===== src/rtl/alu_res_pkg.sv =====
// alu_res_pkg: opcode constants and the packed result entry shared by the ALU result FIFO
package alu_res_pkg;
  localparam logic [1:0] OP_ADD = 2'b00;
  localparam logic [1:0] OP_AND = 2'b01;
  localparam logic [1:0] OP_XOR = 2'b10;
  localparam logic [1:0] OP_MUL = 2'b11;
  typedef struct packed {
    logic [1:0] opcode;
    logic [7:0] y1;
    logic [7:0] y;
    logic       c;
    logic       o;
    logic       z;
    logic       n;
  } alu_res_t;
endpackage


===== src/rtl/alu_result_fifo_if.sv =====
// alu_result_fifo_if: valid/ready write side (in_*) and FWFT read side (out_*) of the ALU result FIFO
// master: ALU producer plus consumer; slave: the FIFO
interface alu_result_fifo_if;
  logic        in_valid;
  logic        in_ready;
  logic [1:0]  in_opcode;
  logic [7:0]  in_y;
  logic [7:0]  in_y1;
  logic        in_c;
  logic        in_o;
  logic        out_valid;
  logic        out_ready;
  logic [1:0]  out_opcode;
  logic [15:0] out_result;
  logic        out_c;
  logic        out_o;
  logic        out_z;
  logic        out_n;
  modport master (
    output in_valid, in_opcode, in_y, in_y1, in_c, in_o, out_ready,
    input  in_ready, out_valid, out_opcode, out_result, out_c, out_o, out_z, out_n
  );
  modport slave (
    input  in_valid, in_opcode, in_y, in_y1, in_c, in_o, out_ready,
    output in_ready, out_valid, out_opcode, out_result, out_c, out_o, out_z, out_n
  );
endinterface


===== src/rtl/alu_flag_gen.sv =====
// alu_flag_gen: sanitises raw ALU outputs per opcode and derives z/n; ports opcode,y,y1,c,o in, res out
module alu_flag_gen
  import alu_res_pkg::*;
(
  input  logic [1:0] opcode,
  input  logic [7:0] y,
  input  logic [7:0] y1,
  input  logic       c,
  input  logic       o,
  output alu_res_t   res
);
  logic mul;
  assign mul = opcode == OP_MUL;
  always_comb begin
    res        = '0;
    res.opcode = opcode;
    res.y      = y;
    res.y1     = mul ? y1 : 8'h00;
    res.c      = opcode == OP_ADD ? c : 1'b0;
    res.o      = opcode == OP_ADD ? o : 1'b0;
    res.z      = mul ? {y1, y} == 16'h0000 : y == 8'h00;
    res.n      = mul ? y1[7] : y[7];
  end
endmodule


===== src/rtl/alu_result_fifo.sv =====
// alu_result_fifo: FWFT FIFO of sanitised ALU results; ports clk, rst (async high), bus (slave), count
// optional ALU_RES_STATS_EN adds saturating ovf_count/cy_count of accepted pushes with o/c set
module alu_result_fifo
  import alu_res_pkg::*;
#(
  parameter  int DEPTH = 4,
  localparam int AW    = $clog2(DEPTH)
) (
  input  logic                clk,
  input  logic                rst,
  alu_result_fifo_if.slave    bus,
  output logic [AW:0]         count
`ifdef ALU_RES_STATS_EN
  ,
  output logic [15:0]         ovf_count,
  output logic [15:0]         cy_count
`endif
);
  localparam logic [AW:0] FULL = DEPTH[AW:0];
  alu_res_t       mem [DEPTH];
  alu_res_t       wdata;
  alu_res_t       head;
  logic [AW-1:0]  wp;
  logic [AW-1:0]  rp;
  logic           push;
  logic           pop;
  alu_flag_gen u_flag (
    .opcode (bus.in_opcode),
    .y      (bus.in_y),
    .y1     (bus.in_y1),
    .c      (bus.in_c),
    .o      (bus.in_o),
    .res    (wdata)
  );
  assign bus.in_ready  = count != FULL;
  assign bus.out_valid = count != '0;
  assign push = bus.in_valid && bus.in_ready;
  assign pop  = bus.out_valid && bus.out_ready;
  always_ff @(posedge clk)
    if (push) mem[wp] <= wdata;
  // power-of-two depth lets the pointers wrap on natural overflow
  always_ff @(posedge clk or posedge rst)
    if (rst) begin
      wp    <= '0;
      rp    <= '0;
      count <= '0;
    end else begin
      if (push) wp <= wp + 1'b1;
      if (pop) rp <= rp + 1'b1;
      count <= count + {{AW{1'b0}}, push} - {{AW{1'b0}}, pop};
    end
  // outputs are forced to zero while empty so stale storage never leaks out
  assign head           = bus.out_valid ? mem[rp] : '0;
  assign bus.out_opcode = head.opcode;
  assign bus.out_result = {head.y1, head.y};
  assign bus.out_c      = head.c;
  assign bus.out_o      = head.o;
  assign bus.out_z      = head.z;
  assign bus.out_n      = head.n;
`ifdef ALU_RES_STATS_EN
  always_ff @(posedge clk or posedge rst)
    if (rst) begin
      ovf_count <= '0;
      cy_count  <= '0;
    end else if (push) begin
      if (wdata.o && ovf_count != 16'hFFFF) ovf_count <= ovf_count + 16'd1;
      if (wdata.c && cy_count != 16'hFFFF) cy_count <= cy_count + 16'd1;
    end
`endif
endmodule


===== src/flat_wrapper.sv =====
// flat-port wrapper written by rule: the top's interface ports become plain ports
module alu_result_fifo_flat import alu_res_pkg::*;
#(
  parameter  int DEPTH = 4,
  localparam int AW    = $clog2(DEPTH)
)
  (clk, rst, count, bus_in_valid, bus_in_opcode, bus_in_y, bus_in_y1, bus_in_c, bus_in_o, bus_out_ready, bus_in_ready, bus_out_valid, bus_out_opcode, bus_out_result, bus_out_c, bus_out_o, bus_out_z, bus_out_n);
  alu_result_fifo_if bus_i ();
  input  logic clk;
  input  logic rst;
  output logic [AW:0] count;
  input wire logic [$bits(bus_i.in_valid)-1:0] bus_in_valid;
  input wire logic [$bits(bus_i.in_opcode)-1:0] bus_in_opcode;
  input wire logic [$bits(bus_i.in_y)-1:0] bus_in_y;
  input wire logic [$bits(bus_i.in_y1)-1:0] bus_in_y1;
  input wire logic [$bits(bus_i.in_c)-1:0] bus_in_c;
  input wire logic [$bits(bus_i.in_o)-1:0] bus_in_o;
  input wire logic [$bits(bus_i.out_ready)-1:0] bus_out_ready;
  output wire logic [$bits(bus_i.in_ready)-1:0] bus_in_ready;
  output wire logic [$bits(bus_i.out_valid)-1:0] bus_out_valid;
  output wire logic [$bits(bus_i.out_opcode)-1:0] bus_out_opcode;
  output wire logic [$bits(bus_i.out_result)-1:0] bus_out_result;
  output wire logic [$bits(bus_i.out_c)-1:0] bus_out_c;
  output wire logic [$bits(bus_i.out_o)-1:0] bus_out_o;
  output wire logic [$bits(bus_i.out_z)-1:0] bus_out_z;
  output wire logic [$bits(bus_i.out_n)-1:0] bus_out_n;
  assign bus_i.in_valid = bus_in_valid;
  assign bus_i.in_opcode = bus_in_opcode;
  assign bus_i.in_y = bus_in_y;
  assign bus_i.in_y1 = bus_in_y1;
  assign bus_i.in_c = bus_in_c;
  assign bus_i.in_o = bus_in_o;
  assign bus_i.out_ready = bus_out_ready;
  assign bus_in_ready = bus_i.in_ready;
  assign bus_out_valid = bus_i.out_valid;
  assign bus_out_opcode = bus_i.out_opcode;
  assign bus_out_result = bus_i.out_result;
  assign bus_out_c = bus_i.out_c;
  assign bus_out_o = bus_i.out_o;
  assign bus_out_z = bus_i.out_z;
  assign bus_out_n = bus_i.out_n;
  alu_result_fifo #(.DEPTH(DEPTH)) u_core (.clk(clk), .rst(rst), .bus(bus_i), .count(count));
endmodule

===== config.mk =====
export PLATFORM = sky130hd
export DESIGN_NAME = alu_result_fifo_flat
export DESIGN_NICKNAME = d
export VERILOG_FILES = /design/src/rtl/alu_res_pkg.sv /design/src/rtl/alu_result_fifo_if.sv /design/src/rtl/alu_flag_gen.sv /design/src/rtl/alu_result_fifo.sv /design/src/flat_wrapper.sv
export SDC_FILE = /design/constraint.sdc
export NUM_CORES = 1
export LEC_CHECK = 0
export ABC_AREA = 1
export BUFFER_PORTS_ARGS = -buffer_cell sky130_fd_sc_hd__buf_2
export CAP_MARGIN = 20
export CORE_AREA = 2 2 81 161
export DETAILED_ROUTE_END_ITERATION = 8
export DIE_AREA = 0 0 83 163
export PLACE_DENSITY = 0.52
export SKIP_LAST_GASP = 1
export SLEW_MARGIN = 20
export SYNTH_ARGS = -nofsm -noshare
export SYNTH_HDL_FRONTEND = slang
export SYNTH_SLANG_ARGS = --single-unit

===== constraint.sdc =====
create_clock -name clk -period 4.6 [get_ports clk]
set_clock_uncertainty 0.05 [all_clocks]
set_input_delay 0.23 -clock clk [delete_from_list [all_inputs] [get_ports clk]]
set_output_delay 0.23 -clock clk [all_outputs]
set_load 0.02 [all_outputs]

==> results_dict.tcl <==
set metrics [dict create \
    fp-row-count 58 \
    num_vias 2746 \
    required_ps 4320 \
    yosys.area.top_type "edfxtp_1" \
    initialDrtViolationCount 231 \
    path_max_fanout 25 \
    drt_pass1_iterations 4 \
    r2r-end "u_core.mem[0][3]" \
    irDropWorstVdd_mv 0.367 \
    ys_seq_elements 95 \
    min_to "u_core.mem[1][9]" \
    boundaryPins 51 \
    syn_to_final_growth_pct 16.4 \
    hold_viol_final 0 \
    synth.distinct_cells 19 \
    cts_resized 0 \
    min_period_over_period_pct 56.3 \
    slew_viol_final 0 \
    ys.flop_type "edfxtp_1" \
    drv_cap 0 \
    ys_warn_count 0 \
    yosys-top-cells-area "edfxtp_1 62%, nand2_1 13%, inv_1 5.9%" \
    cts_setup_buffers 0 \
    routedWlPerCell_um 14.2 \
    worst_pin_slew_ps 898 \
    r2r_slack_ps 2500 \
    hp-class "input pin to flop" \
    via_per_inst 4.47 \
    p_per_area_nw_per_um2 671 \
    clock_sinks 95 \
    cp-start-kind "flop" \
    postSynthCellCount 409 \
    dieHeight_um 163 \
    hold_depth 1 \
    cts.htree.levels 3 \
    grt_pass1_wl_um 14100 \
    synth_edf_count 88 \
    cts_root_buf "clkbuf_16" \
    outcome "finished clean" \
    dp_slack_ps 2360 \
    p_total_mw 3.32 \
    criticalPathCategory "flop to output pin" \
    end_kind "output pin" \
    setup_slack_ps 2010 \
    min_period_ps 2590 \
    fin_nets 491 \
    setup_viol 0 \
    die_w_um 83 \
    clock_latency_ps 330 \
    syn_avg_cell_area_sq_um 10.4 \
    ff2ff_path_depth 5 \
    drcViolationCount 0 \
    synth_commonest_cells "143 x nand2_1, 88 x edfxtp_1, 67 x inv_1" \
    start_util_pct 34.2 \
    hpwl_um 5400 \
    arrival_ps 2310 \
    clkTransAtPathRegs_ps 60 \
    synth-async-reset-ratio_pct 7.37 \
    leakage_nw 2.21 \
    drive_above_1_share_pct 16.3 \
    ys_seq_area_share_pct 66.4 \
    grt_max_degree 46 \
    synth_most_common_cell "nand2_1" \
    rsz0062_at_grt "false" \
    ant_nets 0 \
    die_area_sq_um 13500 \
    crit_chain "buf_4, nand2_1, nand2_1, nand2_1, a21oi_1, buf_2" \
    globalplace.congestion 0.683 \
    relSlewSlack_pct 40.1 \
    holdCritStartpoint "bus_in_y[5]" \
    cts_buffer_depth 2 \
    grt_pass1_vias 2693 \
    fmax_ghz 0.386 \
    r2r_start "u_core.count[1]" \
    wl_um 8710 \
    yosysTopAreaCellShare_pct 62.3 \
    cts_buffers 9 \
    path_common_cell "nand2_1" \
    cts_tree "done" \
    grt_usage_pct 13.6 \
    core_sq_um 12400 \
    netlist_area_sq_um 4240 \
    port_buffers 50 \
    slowest_delay_ps 930 \
    setup_tns_ps 0 \
    overflow 0 \
    n_antenna_cell 0 \
    grt_antenna_before_repair 0 \
    syn-num-nets 440 \
    cp_slowest_cell "dfrtp_1" \
]
-- layout make-up --
cell class | instances | area [sq um]
clock buffers | 9 | 225
clock inverters | 7 | 111
fillers | 1243 | 7470
inverters | 68 | 260
multi-input cells | 229 | 1030
flip-flops and latches | 95 | 2820
well taps | 150 | 188
repair buffers | 57 | 305
-- worst max path at each step --
stage | start | end | slack (ps) | depth (start not counted)
floorplan | u_core.count[1] | u_core.mem[0][0] | 2170 | 4
global placement | u_core.rp[0] | bus_out_c | 2400 | 5
detailed placement | u_core.rp[0] | bus_out_result[15] | 2360 | 6
global route | u_core.rp[0] | bus_out_result[10] | 1830 | 6
finish | u_core.rp[0] | bus_out_result[15] | 2010 | 6
CTS | u_core.rp[0] | bus_out_result[15] | 1980 | 6
-- through the flow --
stage	cell area, sq um	std cells	util (%)	hold slack, ps
floorplan	4240	409	-	-16.6
global placement	4590	598	37.0	139
detailed placement	4590	598	37.0	140
CTS	4940	615	39.8	70.4
global route	4940	615	39.8	73.5
finish	4940	615	39.8	82.5
-- registers in the layout, summed over array words and instances, names as in the netlist --
register      flops
u_core.count      3
u_core.mem       88
u_core.rp         2
u_core.wp         2
-- critical path: cells and delay by family, from the launching register on --
family | cells | cell delay [ps]
compound gates | 1 | 180
simple gates | 3 | 220
flops | 1 | 930
buf+inv | 2 | 640
-- cell usage in the layout (no fill, tap or decap) --
| cell type | netlist | routed |
|---|---|---|
| buf_2 | 6 | 50 |
| dlygate4sd3_1 | 0 | 1 |
| clkinv_2 | 0 | 2 |
| dfrtp_1 | 7 | 7 |
| ha_1 | 6 | 6 |
| xor2_1 | 3 | 3 |
| clkinvlp_4 | 0 | 1 |
| edfxtp_1 | 88 | 88 |
| o21ai_0 | 2 | 2 |
| inv_6 | 1 | 1 |
| clkinv_1 | 0 | 1 |
| nand3_1 | 23 | 23 |
| bufinv_16 | 0 | 3 |
| buf_4 | 1 | 6 |
| fa_1 | 1 | 1 |
| inv_1 | 67 | 67 |
| nor2_1 | 24 | 20 |
| xnor2_1 | 2 | 2 |
| clkbuf_16 | 0 | 9 |
| nor3b_1 | 2 | 2 |
| nand4_1 | 1 | 1 |
| a21oi_1 | 22 | 22 |
| nor2_2 | 0 | 4 |
| nand2_1 | 143 | 143 |
-- metal layers --
layer  global-route usage, %  wire length [um]  up-vias
met4                    5.74               156        0
li1                        -                 -     1398
met2                    24.2              4600       53
met1                    15.9              3690     1285
met3                    2.48               269       10
met5                       0                 0        -
-- logic make-up (layout without fill, tap and decap cells) --
group	Yosys count	count (layout)	synth area share (%)
simple gates	193	193	18.0
flops	95	95	66.4
buf+inv	85	141	9.50
compound gates	24	24	2.83
fa+ha+maj	7	7	2.24
xor+xnor	5	5	1.03
-- power breakdown --
group	internal, mW	total [mW]	switching [mW]
sequential	1.14	1.23	0.0849
combinational	0.383	1.26	0.879
clock	0.527	0.825	0.298
total	2.05	3.32	1.26
-- repair_timing --
action	in CTS	in global routing
hold endpoints to repair	7	0
setup endpoints to repair	0	0
hold buffers	1	0
(Power assumes the default switching activity.)
